<file path="src/rtl/debounce_edge.sv">
// Push-button conditioner: 2-flop synchronizer, stability-count FSM, registered level and edge pulses.
// Optional feature macro: DEBOUNCE_FALL_PULSE_EN (when undefined, fall_pulse is tied low).
module debounce_edge #(
  parameter int STABLE_CYCLES = 50000,
  parameter int CNT_W         = 16
) (
  input  logic clock,
  input  logic reset,
  input  logic btn_in,
  output logic level_out,
  output logic rise_pulse,
  output logic fall_pulse
);

  typedef enum logic [1:0] {
    IDLE_LOW  = 2'd0,
    WAIT_HIGH = 2'd1,
    IDLE_HIGH = 2'd2,
    WAIT_LOW  = 2'd3
  } state_t;

  localparam logic [CNT_W-1:0] CNT_MAX = CNT_W'(STABLE_CYCLES - 1);

  logic             s1;
  logic             s2;
  state_t           state;
  state_t           state_nxt;
  logic [CNT_W-1:0] cnt;
  logic [CNT_W-1:0] cnt_nxt;
  logic             level_nxt;
  logic             rise_nxt;
`ifdef DEBOUNCE_FALL_PULSE_EN
  logic             fall_nxt;
`endif

  // Stage boundary: asynchronous button into the clock domain
  always_ff @(posedge clock or posedge reset) begin
    if (reset) begin
      s1 <= 1'b0;
      s2 <= 1'b0;
    end else begin
      s1 <= btn_in;
      s2 <= s1;
    end
  end

  // Stage boundary: filter state, counter and registered outputs
  always_ff @(posedge clock or posedge reset) begin
    if (reset) begin
      state      <= IDLE_LOW;
      cnt        <= '0;
      level_out  <= 1'b0;
      rise_pulse <= 1'b0;
    end else begin
      state      <= state_nxt;
      cnt        <= cnt_nxt;
      level_out  <= level_nxt;
      rise_pulse <= rise_nxt;
    end
  end

`ifdef DEBOUNCE_FALL_PULSE_EN
  always_ff @(posedge clock or posedge reset) begin
    if (reset) begin
      fall_pulse <= 1'b0;
    end else begin
      fall_pulse <= fall_nxt;
    end
  end
`else
  assign fall_pulse = 1'b0;
`endif

  always_comb begin
    state_nxt = state;
    cnt_nxt   = cnt;
    level_nxt = level_out;
    rise_nxt  = 1'b0;
`ifdef DEBOUNCE_FALL_PULSE_EN
    fall_nxt  = 1'b0;
`endif
    case (state)
      IDLE_LOW: begin
        level_nxt = 1'b0;
        if (s2) begin
          state_nxt = WAIT_HIGH;
          cnt_nxt   = '0;
        end
      end
      WAIT_HIGH: begin
        if (!s2) begin
          state_nxt = IDLE_LOW;
          cnt_nxt   = '0;
        end else if (cnt == CNT_MAX) begin
          // Commit is reached at the compare value, so the counter never wraps
          state_nxt = IDLE_HIGH;
          cnt_nxt   = '0;
          level_nxt = 1'b1;
          rise_nxt  = 1'b1;
        end else begin
          cnt_nxt = cnt + CNT_W'(1);
        end
      end
      IDLE_HIGH: begin
        level_nxt = 1'b1;
        if (!s2) begin
          state_nxt = WAIT_LOW;
          cnt_nxt   = '0;
        end
      end
      WAIT_LOW: begin
        if (s2) begin
          state_nxt = IDLE_HIGH;
          cnt_nxt   = '0;
        end else if (cnt == CNT_MAX) begin
          state_nxt = IDLE_LOW;
          cnt_nxt   = '0;
          level_nxt = 1'b0;
`ifdef DEBOUNCE_FALL_PULSE_EN
          fall_nxt  = 1'b1;
`endif
        end else begin
          cnt_nxt = cnt + CNT_W'(1);
        end
      end
      default: begin
        state_nxt = IDLE_LOW;
        cnt_nxt   = '0;
        level_nxt = 1'b0;
      end
    endcase
  end

endmodule

</file>
<file path="config.mk">
export PLATFORM = sky130hd
export DESIGN_NAME = debounce_edge
export DESIGN_NICKNAME = d
export VERILOG_FILES = /design/src/rtl/debounce_edge.sv
export SDC_FILE = /design/constraint.sdc
export NUM_CORES = 1
export LEC_CHECK = 0
export CAP_MARGIN = 20
export CORE_MARGIN = 4
export CORE_UTILIZATION = 52
export DETAILED_ROUTE_END_ITERATION = 8
export PLACE_DENSITY = 0.73
export SLEW_MARGIN = 25
export SYNTH_ARGS = -nofsm -noshare
export SYNTH_HDL_FRONTEND = slang
export SYNTH_SLANG_ARGS = --single-unit
</file>
<file path="constraint.sdc">
create_clock -name clock -period 2.3 [get_ports clock]
set_clock_uncertainty 0.2 [all_clocks]
set_input_delay 0.345 -clock clock [delete_from_list [all_inputs] [get_ports clock]]
set_output_delay 0.345 -clock clock [all_outputs]
set_load 0.05 [all_outputs]
</file>
* Word level (Yosys, flattened, before mapping)
Cells that the tools add are included.
Word-level totals: register bits after elaboration 22
Operators by class: add/subtract/negate cells 1, equality and inequality tests 12, multiplexer cells 21, reduce and logical (&&, ||, !) cells 4
Operators with widths (count):
- $mux 16 | 5
- $pmux 16 s4 | 1
- $add 16x1->16 const B | 1
- $eq 16x16->1 const B | 1
- $mux 2 | 6
- $ne 2x2->1 const B | 6
- $pmux 2 s4 | 1
- $reduce_and 4->1 | 2
- $mux 1 | 7
- $ne 3x3->1 const B | 2
- $eq 2x2->1 const B | 2
- $pmux 1 s4 | 1
- $eq 2x1->1 const B | 1
- $logic_not 2->1 | 1
- $reduce_and 2->1 | 1

* Depth between registers and ports, before layout
word-level depth 4, depth in mapped cells 7, depth with buffers taken out 6

* Least setup slack after synthesis
Ideal clock, no wire load.
kind register to register, start reg state[0], end reg cnt[13], library setup time 0.078 ns, arrival 1.913 ns, required time 2.022 ns, path slack 0.109 ns, cell stages (with the launch flop) 8, path buffers 1, cells stage by stage dfrtp_1 inv_1 ha_1 mux2_4 or2_1 buf_6 or4_1 a21oi_1
On the way: cells in the longest elaborated chain, start to end 3, elaborated cells between the ends (all ways) 8, classes of those cells eq/ne (5); mux (1); reduce/logical (2)
RTL lines:
- start: declaration | RTL line 26 | state_t state;
- start signal: assignment | RTL line 55 | state <= state_nxt;
- $eq 2x2->1 / $logic_not 2->1 (equally long branches) | RTL line 82 | case (state)
- $ne 2x2->1 (no source line)
- $reduce_and 2->1 (no source line)
- end signal: assignment | RTL line 56 | cnt <= cnt_nxt;
- end: declaration | RTL line 28 | logic [CNT_W-1:0] cnt;
Several ways; a longest one is shown, not always the timed one. A chain may end at the register's enable or synchronous reset.

* Worst setup path after layout
start reg state[0], end reg cnt[15]
The elaborated chain is that of the path after synthesis.

==> flow_metrics.env <==
export IMPL_p_leak_uw=0.000572
export IMPL_setup_tns_ns=0
export IMPL_status="completed"
export IMPL_hp_class="in -> async"
export IMPL_slew_viol_final=0
export IMPL_grtUsageMet2_pct=28.0
export IMPL_synth_async_sr_flop_share_pct=100
export IMPL_synth_xor_area_share_pct=4.41
export IMPL_globalRoute_busiestLayer="met2"
export IMPL_layout_common_cells="dfrtp_1, nand2_1, nor2_1"
export IMPL_grt_total_usage_pct=16.7
export IMPL_fin_cells=161
export IMPL_yosysTopAreaCell="dfrtp_1"
export IMPL_crit_chain="inv_1, ha_1, mux2_4, or2_4, or4_1, a21oi_1"
export IMPL_crit_arrival_ns=2.25
export IMPL_gr_total_overflow=0
export IMPL_rsz0062_at_grt="false"
export IMPL_tritoncts="yes"
export IMPL_critical_path_buf_inv_count=1
export IMPL_required_ns=2.34
export IMPL_layout_commonest_cell="dfrtp_1"
export IMPL_end_kind="flip-flop"
export IMPL_vias=939
export IMPL_path_class="reg -> reg"
export IMPL_use_met3_pct=2.32
export IMPL_drive_gt1_share_pct=13.5
export IMPL_timing_final_ws_setup_ns=0.0947
export IMPL_synthCells=122
export IMPL_io_pins=6
export IMPL_avgSynthCellArea_um2=9.76
export IMPL_initial_utilization_pct=54.4
export IMPL_cts_made_buffers=3
export IMPL_die_height_um=55.9
export IMPL_area_growth_pct=12.1
export IMPL_clkLatencyLatePin_ns=0.31
export IMPL_setup_viol=0
export IMPL_grt_pass1_wl_mm=4.15
export IMPL_synth_warnings=0
export IMPL_gp_congestion=0.800
export IMPL_n_antenna_cell=0
export IMPL_first_pass_iters=4
export IMPL_syn_nets=130
export IMPL_pre_cts_ws_ns=0.0530
export IMPL_placementRows=17
export IMPL_yosysTopAreaCellShare_pct=46.2
export IMPL_start_kind="flip-flop"
export IMPL_synth_enable_flop_cells=0
export IMPL_first_iter_violations=32
export IMPL_drc=0
export IMPL_synth_mux_area_share_pct=5.57
export IMPL_path_max_fanout=9
export IMPL_fin_nets=142
export IMPL_ys_flop_type="dfrtp_1"
export IMPL_grt_pass1_vias=969
export IMPL_antenna_found_initial=0
export IMPL_min_period_ns=2.21
export IMPL_h_tree_depth=1
export IMPL_wl_per_cell_um=14.5
export IMPL_routed_wl_mm=2.34
export IMPL_critical_path_top_delay_family="simple AND/OR/NAND/NOR gates"
export IMPL_seq_area_frac_synth_pct=46.2
export IMPL_syn_area_mm2=0.00119
export IMPL_dp_hpwl_mm=1.64
export IMPL_cp_slowest_stage_delay_ns=0.50
export IMPL_synthSimpleGateAreaFrac_pct=23.9
export IMPL_max_clock_freq_mhz=453
export IMPL_fillers=190
export IMPL_synthAdderAreaFrac_pct=5.25
export IMPL_synth_top_family_by_area="simple AND/OR/NAND/NOR gates"
export IMPL_slowest_stage="or4_1"
export IMPL_use_met1_pct=20.1
export IMPL_peakVddDrop_mv=0.770
export IMPL_grt_max_degree=16
export IMPL_port_buffers=4
export IMPL_p_per_area_mw_per_mm2=907
export IMPL_ys_types=31
export IMPL_core_area_mm2=0.00219
export IMPL_synth_compound_area_share_pct=10.2
export IMPL_finalHoldViolations=0
export IMPL_placed_cells=154
export IMPL_maxCapViolations=0
export IMPL_root_buffer="clkbuf_4"
export IMPL_cts_sinks=22
export IMPL_fin_crit_sh_pct=95.9
export IMPL_clk_pin_slew_worst_paths_ns=0.12
export IMPL_cts_buffer_depth=2
export IMPL_die_width_um=55.9
export IMPL_postRouteAntennaNets=0
export IMPL_synthTopCellsByArea="dfrtp_1, ha_1, a21oi_1"
export IMPL_ys_ff_latch=22
export IMPL_viasPerCell=5.83
export IMPL_dieArea_mm2=0.00312
[area by class of cell]
| cell class | count | area [um2] | share of cell area (%) |
|---|---|---|---|
| Timing Repair Buffer | 11 | 92.6 | 6.94 |
| Sequential cell | 22 | 551 | 41.2 |
| Inverter | 4 | 15.0 | 1.12 |
| Tap cell | 28 | 35.0 | 2.62 |
| Multi-Input combinational cell | 92 | 606 | 45.4 |
| Clock buffer | 4 | 36.3 | 2.72 |
[routing by layer]
| metal | share of wire, % | vias to the layer above | wire length (um) |
|---|---|---|---|
| li1 | - | 459 | - |
| met1 | 46 | 448 | 1070 |
| met2 | 48 | 20 | 1130 |
| met3 | 2.7 | 12 | 63 |
| met4 | 3.4 | 0 | 80 |
| met5 | 0 | - | 0 |
[state kept, by name (all words and copies together) (netlist names), named ones only]
name,flops
level_out,1
s2,1
cnt,16
state,1
rise_pulse,1
s1,1
[synthesized netlist by cell type (all sizes together) (2+ instances only)]
cell	number
nand2	11
nor2	11
or3	4
o21ai	6
nand4	5
and3	3
inv	4
nor4bb	2
nand3	5
dfrtp	22
a21oi	9
ha	5
mux2i	4
buf	3
xnor2	2
o31ai	4
or4	4
nor3	4
xor2	4
mux2	2
[power breakdown]
group | internal [uW] | total, uW | switching [uW]
combinational | 227 | 519 | 292
clock | 96.7 | 215 | 119
sequential | 434 | 477 | 42.6
total | 758 | 1210 | 453
[final timing paths]
check | start | end | slack, ns | cells after the start
worst max-delay path | state[0] | cnt[15] | 0.09 | 6
worst min-delay path | reset | cnt[10] | 0.07 | 2
worst max register to register | state[0] | cnt[15] | 0.09 | 6
worst min register to register | s1 | s2 | 0.17 | 0
max in group asynchronous | reset | s2 | 1.32 | 3
min in group clock | s1 | s2 | 0.17 | 0
[stage by stage]
stage	util, %	hold slack (ns)	total power (uW)	area, um2
5_1_grt	60.9	0.101	1310	1340
3_3_place_gp	57.6	0.139	949	1260
6_report	60.9	0.0692	1210	1340
2_1_floorplan	-	0.131	825	1190
3_5_place_dp	57.6	0.136	963	1260
4_1_cts	59.3	0.0790	1180	1300
[timing repair]
item                       4_1_cts  5_1_grt
hold buffers                     0        0
gates resized for setup          0        3
setup endpoints to repair        0       15
setup buffers                    0        3
[cell families after synthesis]
logic type | Yosys count
simple gates | 53
buf+inv | 8
compound gates | 21
fa+ha+maj | 5
xor+xnor | 6
mux | 6
other cells | 1
flops | 22
Note: power is estimated with default switching activity, not from simulation.
